--- config.mk ---
export PLATFORM = sky130hd
export DESIGN_NAME = cache_line_ctrl
export DESIGN_NICKNAME = d
export VERILOG_FILES = /design/src/rtl/cache_line_ctrl.sv
export SDC_FILE = /design/constraint.sdc
export NUM_CORES = 1
export LEC_CHECK = 0
export CORE_ASPECT_RATIO = 1.2
export CORE_MARGIN = 2
export CORE_UTILIZATION = 53
export CTS_BUF_LIST = sky130_fd_sc_hd__clkbuf_8
export DETAILED_ROUTE_END_ITERATION = 7
export MAX_ROUTING_LAYER = met4
export PLACE_DENSITY_LB_ADDON = 0.25
export SYNTH_ARGS = -nofsm -noshare
export SYNTH_HDL_FRONTEND = slang
export SYNTH_SLANG_ARGS = --single-unit
--- constraint.sdc ---
create_clock -name clk -period 2.9 [get_ports clk]
set_input_delay 0.58 -clock clk [delete_from_list [all_inputs] [get_ports clk]]
set_output_delay 0.58 -clock clk [all_outputs]
set_load 0.005 [all_outputs]
--- src/rtl/cache_line_ctrl.sv ---
// Direct-mapped cache line controller: lookup, multi-word refill, tag update, hit/miss statistics.
// Optional dirty-line writeback before refill is enabled by defining CACHE_WB_EN.
module cache_line_ctrl #(
  parameter int WORDS_PER_LINE = 8,
  parameter int CNT_W          = $clog2(WORDS_PER_LINE),
  parameter int STAT_W         = 16
) (
  input  logic              clk,
  input  logic              reset,
  input  logic              req_valid,
  input  logic              tag_match,
  input  logic              line_valid,
  input  logic              dirty,
  input  logic              mem_ready,
  output logic              tag_wr,
  output logic              data_wr,
  output logic              rdata_wr,
  output logic              mux_sel,
  output logic              mem_rd,
  output logic              mem_wr,
  output logic [CNT_W-1:0]  word_idx,
  output logic              req_ack,
  output logic              busy,
  output logic [STAT_W-1:0] hit_cnt,
  output logic [STAT_W-1:0] miss_cnt
);

  typedef enum logic [2:0] {
    IDLE,
    LOOKUP,
    REFILL,
    TAG_UPD
`ifdef CACHE_WB_EN
    , WRITEBACK
`endif
  } state_t;

  state_t state;
  logic   relook;
  logic   hit;
  logic   last_word;
  logic   go_wb;

  assign hit       = tag_match & line_valid;
  assign last_word = (word_idx == CNT_W'(WORDS_PER_LINE - 1));

`ifdef CACHE_WB_EN
  assign go_wb = line_valid & dirty;
`else
  logic unused_dirty;
  assign unused_dirty = dirty;
  assign go_wb        = 1'b0;
`endif

  // relook marks the lookup that follows a tag update so it is not counted again
  always_ff @(posedge clk) begin
    if (!reset) begin
      state    <= IDLE;
      relook   <= 1'b0;
      word_idx <= '0;
      hit_cnt  <= '0;
      miss_cnt <= '0;
    end else begin
      case (state)
        IDLE: begin
          relook <= 1'b0;
          if (req_valid) state <= LOOKUP;
        end
        LOOKUP: begin
          if (!relook) begin
            if (hit) begin
              if (hit_cnt != '1) hit_cnt <= hit_cnt + STAT_W'(1);
            end else begin
              if (miss_cnt != '1) miss_cnt <= miss_cnt + STAT_W'(1);
            end
          end
          if (hit) begin
            state  <= IDLE;
            relook <= 1'b0;
          end else begin
            word_idx <= '0;
`ifdef CACHE_WB_EN
            state    <= go_wb ? WRITEBACK : REFILL;
`else
            state    <= REFILL;
`endif
          end
        end
`ifdef CACHE_WB_EN
        WRITEBACK: begin
          if (mem_ready) begin
            word_idx <= last_word ? '0 : word_idx + CNT_W'(1);
            if (last_word) state <= REFILL;
          end
        end
`endif
        REFILL: begin
          if (mem_ready) begin
            word_idx <= last_word ? '0 : word_idx + CNT_W'(1);
            if (last_word) state <= TAG_UPD;
          end
        end
        TAG_UPD: begin
          relook <= 1'b1;
          state  <= LOOKUP;
        end
        default: state <= IDLE;
      endcase
    end
  end

  assign busy     = (state != IDLE);
  assign rdata_wr = (state == LOOKUP) & hit;
  assign req_ack  = (state == LOOKUP) & hit;
  assign mem_rd   = (state == REFILL);
  assign mux_sel  = (state == REFILL);
  assign data_wr  = (state == REFILL) & mem_ready;
  assign tag_wr   = (state == TAG_UPD);
`ifdef CACHE_WB_EN
  assign mem_wr   = (state == WRITEBACK);
`else
  assign mem_wr   = 1'b0;
`endif

endmodule

==> results.json <==
{
  "status": "complete, no violations",
  "skew_ps": 9.26,
  "synth_top_cells_by_count": "dfxtp_1 (38), a21oi_1 (30), nand2_1 (21), o31ai_1 (20), or4_1 (19)",
  "cp_data_arrival_time_ps": 1960,
  "ant_nets": 0,
  "coreArea_sq_um": 3630,
  "synthArstFlopShare_pct": 0,
  "wirelength_mm": 4.52,
  "synthesis.area_sq_um": 2010,
  "worstHoldPathType": "reg -> reg",
  "cp_data_required_time_ps": 2320,
  "path_class": "in -> out",
  "swShare_pct": 23.4,
  "hold_viol_final": 0,
  "grt_remaining_overflow": 0,
  "drt-pass1-iter-count": 4,
  "pwr-share-clk_pct": 38.2,
  "period_share_pct": 87.6,
  "yosysUniqueCellTypes": 39,
  "die_x_um": 60.2,
  "grt_pass1_vias": 1745,
  "post-cts-setup-buffer-count": 0,
  "drive_gt1_share_pct": 4.63,
  "grt_max_degree": 21,
  "multi_input_area_sq_um": 1140,
  "routed-wl-met3_um": 211,
  "die_h_um": 71.4,
  "ctsResizeCount": 0,
  "drc_errors": 0,
  "seq_area_sq_um": 761,
  "via_count": 1981,
  "fill_cells": 291,
  "ys_ff_latch": 38,
  "clk_latency_ps": 290,
  "final.setup.tns_ps": 0,
  "cts_num_sinks": 38,
  "yosysSeqAreaShare_pct": 37.9,
  "syn_nets": 248,
  "num_rows": 24,
  "fmax_mhz": 393,
  "wl_met1_mm": 2.03,
  "fin_nets": 291,
  "routabilityCongestion": 0.861,
  "grt_first_pass_wirelength_mm": 7.60,
  "holdWs_ps": 485,
  "synth_edf_count": 0,
  "avgSynthCellArea_sq_um": 8.46,
  "hold_depth": 2,
  "worst_pin_slew_ps": 865,
  "drt_iter0_drc": 96,
  "root_buffer": "clkbuf_8",
  "setup_viol_count_final": 0,
  "relSlewSlack_pct": 41.8,
  "vias_per_cell": 5.95,
  "post-dp-hpwl_mm": 3.18,
  "p_per_area_nw_per_um2": 380,
  "holdBufCountCts": 0,
  "grt_use_total_pct": 23.2,
  "synthToLayoutAreaGrowth_pct": 28.3,
  "maxCapViolations": 0,
  "dieArea_sq_um": 4290,
  "dr_wl_met2_mm": 2.19,
  "start_util_pct": 55.2,
  "cts_max_level": 2,
  "leakage_nw": 0.818,
  "synth_most_common_cell": "dfxtp_1",
  "numCtsBuffers": 5,
  "antenna_cells": 0,
  "period_minus_slack_ps": 2540,
  "pwr-share-comb_pct": 7.2,
  "yosysTopAreaCell": "dfxtp_1",
  "cts.path.max_buffers": 2,
  "final_max_slew_viol_count": 0,
  "synthFlopType": "dfxtp_1",
  "seq_power_share_pct": 54.5,
  "rsz0062_at_grt": "false",
  "vdd_ir_drop_max_mv": 0.370,
  "antenna_found_initial": 0,
  "top_layer": "met4",
  "synth_top_area_share_pct": 37.9,
  "p_int_uw": 749,
  "num_io_pins": 50,
  "fin_util_pct": 70.8,
  "clk_pin_slew_worst_paths_ps": 70,
  "ff2ff_path_depth": 4,
  "yosys_warnings": 0,
  "wl_per_cell_um": 13.6,
  "syn-instance-count": 237,
  "endpoint_kind": "output pin",
  "synth_area_leaders": "dfxtp_1 (38%), a21oi_1 (7.5%), o31ai_1 (7.5%), or4_1 (7.1%), nand2_1 (3.9%)",
  "io_buffers": 47,
  "cts_tree": "yes",
  "critPathMaxFanout": 5,
  "power.net_switching_uw": 229,
  "start_kind": "input port"
}
-- layout make-up --
type | count | share of cell area (%)
Sequential cell | 38 | 29.6
Clock inverter | 2 | 0.340
Tap cell | 52 | 2.53
Timing Repair Buffer | 50 | 19.2
Inverter | 6 | 0.875
Multi-Input combinational cell | 179 | 44.3
Clock buffer | 6 | 3.21
-- critical path: stages --
cell and delay [ps]:
clkdlybuf4s50_1 470, and2_1 240, and2_1 180, clkdlybuf4s50_1 500
-- cells in the final DEF (no fill, tap or decap), types with 4 or more instances in the layout --
| cell | count |
|---|---|
| o21ai_0 | 7 |
| and4_1 | 8 |
| o31ai_1 | 20 |
| or3_1 | 4 |
| nand2_1 | 21 |
| nand4_1 | 10 |
| nand3_1 | 9 |
| a21oi_1 | 30 |
| inv_1 | 7 |
| or4_1 | 19 |
| clkbuf_8 | 6 |
| dfxtp_1 | 38 |
| ha_1 | 4 |
| clkdlybuf4s50_1 | 47 |
| mux2i_1 | 5 |
| nor2_1 | 7 |
-- stage by stage --
step                      area [sq um]  setup WS [ps]  cells  power [mW]
after detailed placement          2480            345    325       0.617
after global routing              2570            285    333        1.02
final                             2570            359    333       0.978
after CTS                         2570            344    333       0.990
after global placement            2480            367    325       0.616
after floorplan                   2010           1040    237       0.589
-- state kept, by name, indices dropped and copies added (netlist names) --
signal	count
relook	1
state	2
hit_cnt	16
miss_cnt	16
word_idx	3
-- metal layers --
layer  GRT usage, %  up-vias
li1               -      997
met1           28.5      934
met2           36.6       44
met3           4.87        6
met4           9.38        0
met5              -        -
-- path summary, 6_finish.rpt --
kind / startpoint / end / slack [ps]
worst max-delay path: tag_match / req_ack / 360
worst min-delay path: word_idx[2]$_SDFFE_PN0P_ / word_idx[2]$_SDFFE_PN0P_ / 480
worst max register to register: state[0]$_SDFFE_PN0P_ / miss_cnt[14]$_SDFFE_PN0P_ / 720
worst min register to register: word_idx[2]$_SDFFE_PN0P_ / word_idx[2]$_SDFFE_PN0P_ / 480
-- cells by family after synthesis --
group	count (synthesis)	share of synthesized area, %
AO/OA/AOI/OAI	67	20.5
adder cells (fa/ha/maj)	4	2.50
buffers and inverters	20	5.24
flip-flops	38	37.9
multiplexers	5	2.50
other	1	0.187
AND/OR/NAND/NOR	102	31.1
-- power by group through the flow --
stage | Combinational [mW] | Sequential [mW] | Clock [mW]
global placement | 0.0699 | 0.546 | 0
CTS | 0.0714 | 0.534 | 0.385
global route | 0.0785 | 0.535 | 0.404
finish | 0.0707 | 0.534 | 0.374
detailed placement | 0.0710 | 0.546 | 0
floorplan | 0.0477 | 0.542 | 0
Note: power is estimated with default switching activity, not from simulation.
==> variant (same flow settings) <==
Add a define of `CACHE_WB_EN`.
--- a/src/rtl/cache_line_ctrl.sv
+++ b/src/rtl/cache_line_ctrl.sv
@@ -2,2 +2,4 @@
 // Optional dirty-line writeback before refill is enabled by defining CACHE_WB_EN.
+`define CACHE_WB_EN
+
 module cache_line_ctrl #(
Function: changed (a bounded check fails within 4 cycles, from zero or initial values and one cycle with reset low).
==> variant against the original RTL <==
Utilization down 0.54 points. Critical path depth grew 1. Wire length rose by 11%. Die area up 4.0%. Sequential cell count increased by 1. Sequential power increased by 3%. Cell count up 7.2%. Hold slack improved by 2.3 ps. Worst setup slack got worse by 22 ps. Cell area grew 5.9%. Clock skew shrank 5.8 ps. Total power is 6.0% higher. Area after synthesis increased by 4.3%.
==> variant: results (changes against the original RTL) <==
- Status: complete, no violations (unchanged)
- Worst Path Max Fanout: 6 (was 5)
- Synth Area in Compound Gates: 0.214 (was 0.205)
- Crit path DAT: 1980 ps (was 1960 ps)
- Initial drt markers: 118 (was 96)
- Post-Place Cells: 349 (was 325)
- FF-to-FF End: hit_cnt[15] (was miss_cnt[14])
- Critical path origin: line_valid (was tag_match)
- P_leak: 0.000875 uW (was 0.000818 uW)
- First-pass GRT wire length: 8070 um (was 7600 um)
- Vias per inst: 6.08 (was 5.95)
- Largest stage delay on the critical path: 530 ps (was 500 ps)
- Post-detail-place hpwl: 3520 um (was 3180 um)
- Buffers on Ports: 49 (was 47)
- Sequential fraction of the synthesis area: 0.373 (was 0.379)
- Largest net degree at the start of global routing: 20 (was 21)
- Nets@finish: 313 (was 291)
- Largest registers: hit_cnt (16), miss_cnt (16) (was hit_cnt (16), miss_cnt (16), word_idx (3))
- Synth Area in Adders: 0.0239 (was 0.0250)
- Met1 WL: 2210 um (was 2030 um)
- Mux cell area share after synthesis: 0.0191 (was 0.0250)
- Sw Pwr: 240 uW (was 229 uW)
- Vias in the first global route: 1889 (was 1745)
- Met2 wire len: 2530 um (was 2190 um)
- Clock Skews: 3.48 ps (was 9.26 ps)
- Slew headroom: 0.675 (was 0.418)
- Met3 WL: 202 um (was 211 um)
- Total GRT Usage: 0.241 (was 0.232)
- Initial antenna violation count: 0 (unchanged)
- Worst vdd ir: 0.300 mV (was 0.370 mV)
- Filler cells: 354 (was 291)
- Synthesized instance count: 255 (was 237)
- Post-synthesis net count: 266 (was 248)
- Wire per inst: 14.0 um (was 13.6 um)
- Hold path endpoint: miss_cnt[15] (was word_idx[2])
- Synth unique cells: 42 (was 39)
- Synth top area cells: dfxtp_1, a21oi_1, or4_1 (was dfxtp_1, a21oi_1, o31ai_1)
- Detailed Route WL: 5010 um (was 4520 um)
- Post-Synth XOR/XNOR Area: 0.00419 (was 0)
- R2r setup slk: 560 ps (was 720 ps)
- Synth cell count leaders: dfxtp_1, a21oi_1, nand2_1 (unchanged)
variant: cell types whose count changed after synthesis, moves of 5 or more:
| cell | change |
|---|---|
| o31ai_1 | -8 |
| o21ai_0 | +7 |
| or3_1 | +7 |
| and4_1 | -6 |
| or4_1 | -6 |
| nand2b_1 | +5 |
variant: power by group through the flow:
| stage | Clock, uW | Combinational, uW | Sequential, uW |
|---|---|---|---|
| 3_3_place_gp | 0 | 85.3 | 561 |
| 6_report | 400 | 87.7 | 549 |
| 4_1_cts | 408 | 87.8 | 549 |
| 2_1_floorplan | 0 | 55.0 | 556 |
| 3_5_place_dp | 0 | 87.0 | 561 |
| 5_1_grt | 430 | 96.8 | 550 |
variant: layout make-up:
cell class / count / area, um^2 / area share
Clock buffer: 7 / 96.3 / 0.0354
Clock inverter: 1 / 3.75 / 0.00138
Sequential cell: 39 / 781 / 0.287
Inverter: 3 / 11.3 / 0.00413
Multi-Input combinational cell: 198 / 1230 / 0.451
Tap cell: 54 / 67.6 / 0.0248
Timing Repair Buffer: 55 / 536 / 0.197
variant: stage by stage:
step           setup WS [ps]  instance area (um^2)  total power (uW)  hold WS (ps)
5_1_grt                  314                  2730              1080           516
3_3_place_gp             259                  2630               647           471
4_1_cts                  356                  2730              1040           487
2_1_floorplan            742                  2090               611           469
3_5_place_dp             248                  2630               648           477
6_report                 337                  2730              1040           487
variant: critical path, delay by kind of cell:
| family | cells | cell delay (ps) |
|---|---|---|
| simple gates | 2 | 220 |
| buf+inv | 3 | 1180 |
variant: layer usage:
metal | global-route usage | up-vias
li1 | - | 1077
met1 | 0.279 | 1023
met2 | 0.391 | 64
met3 | 0.0496 | 5
met4 | 0.113 | 0
met5 | - | -
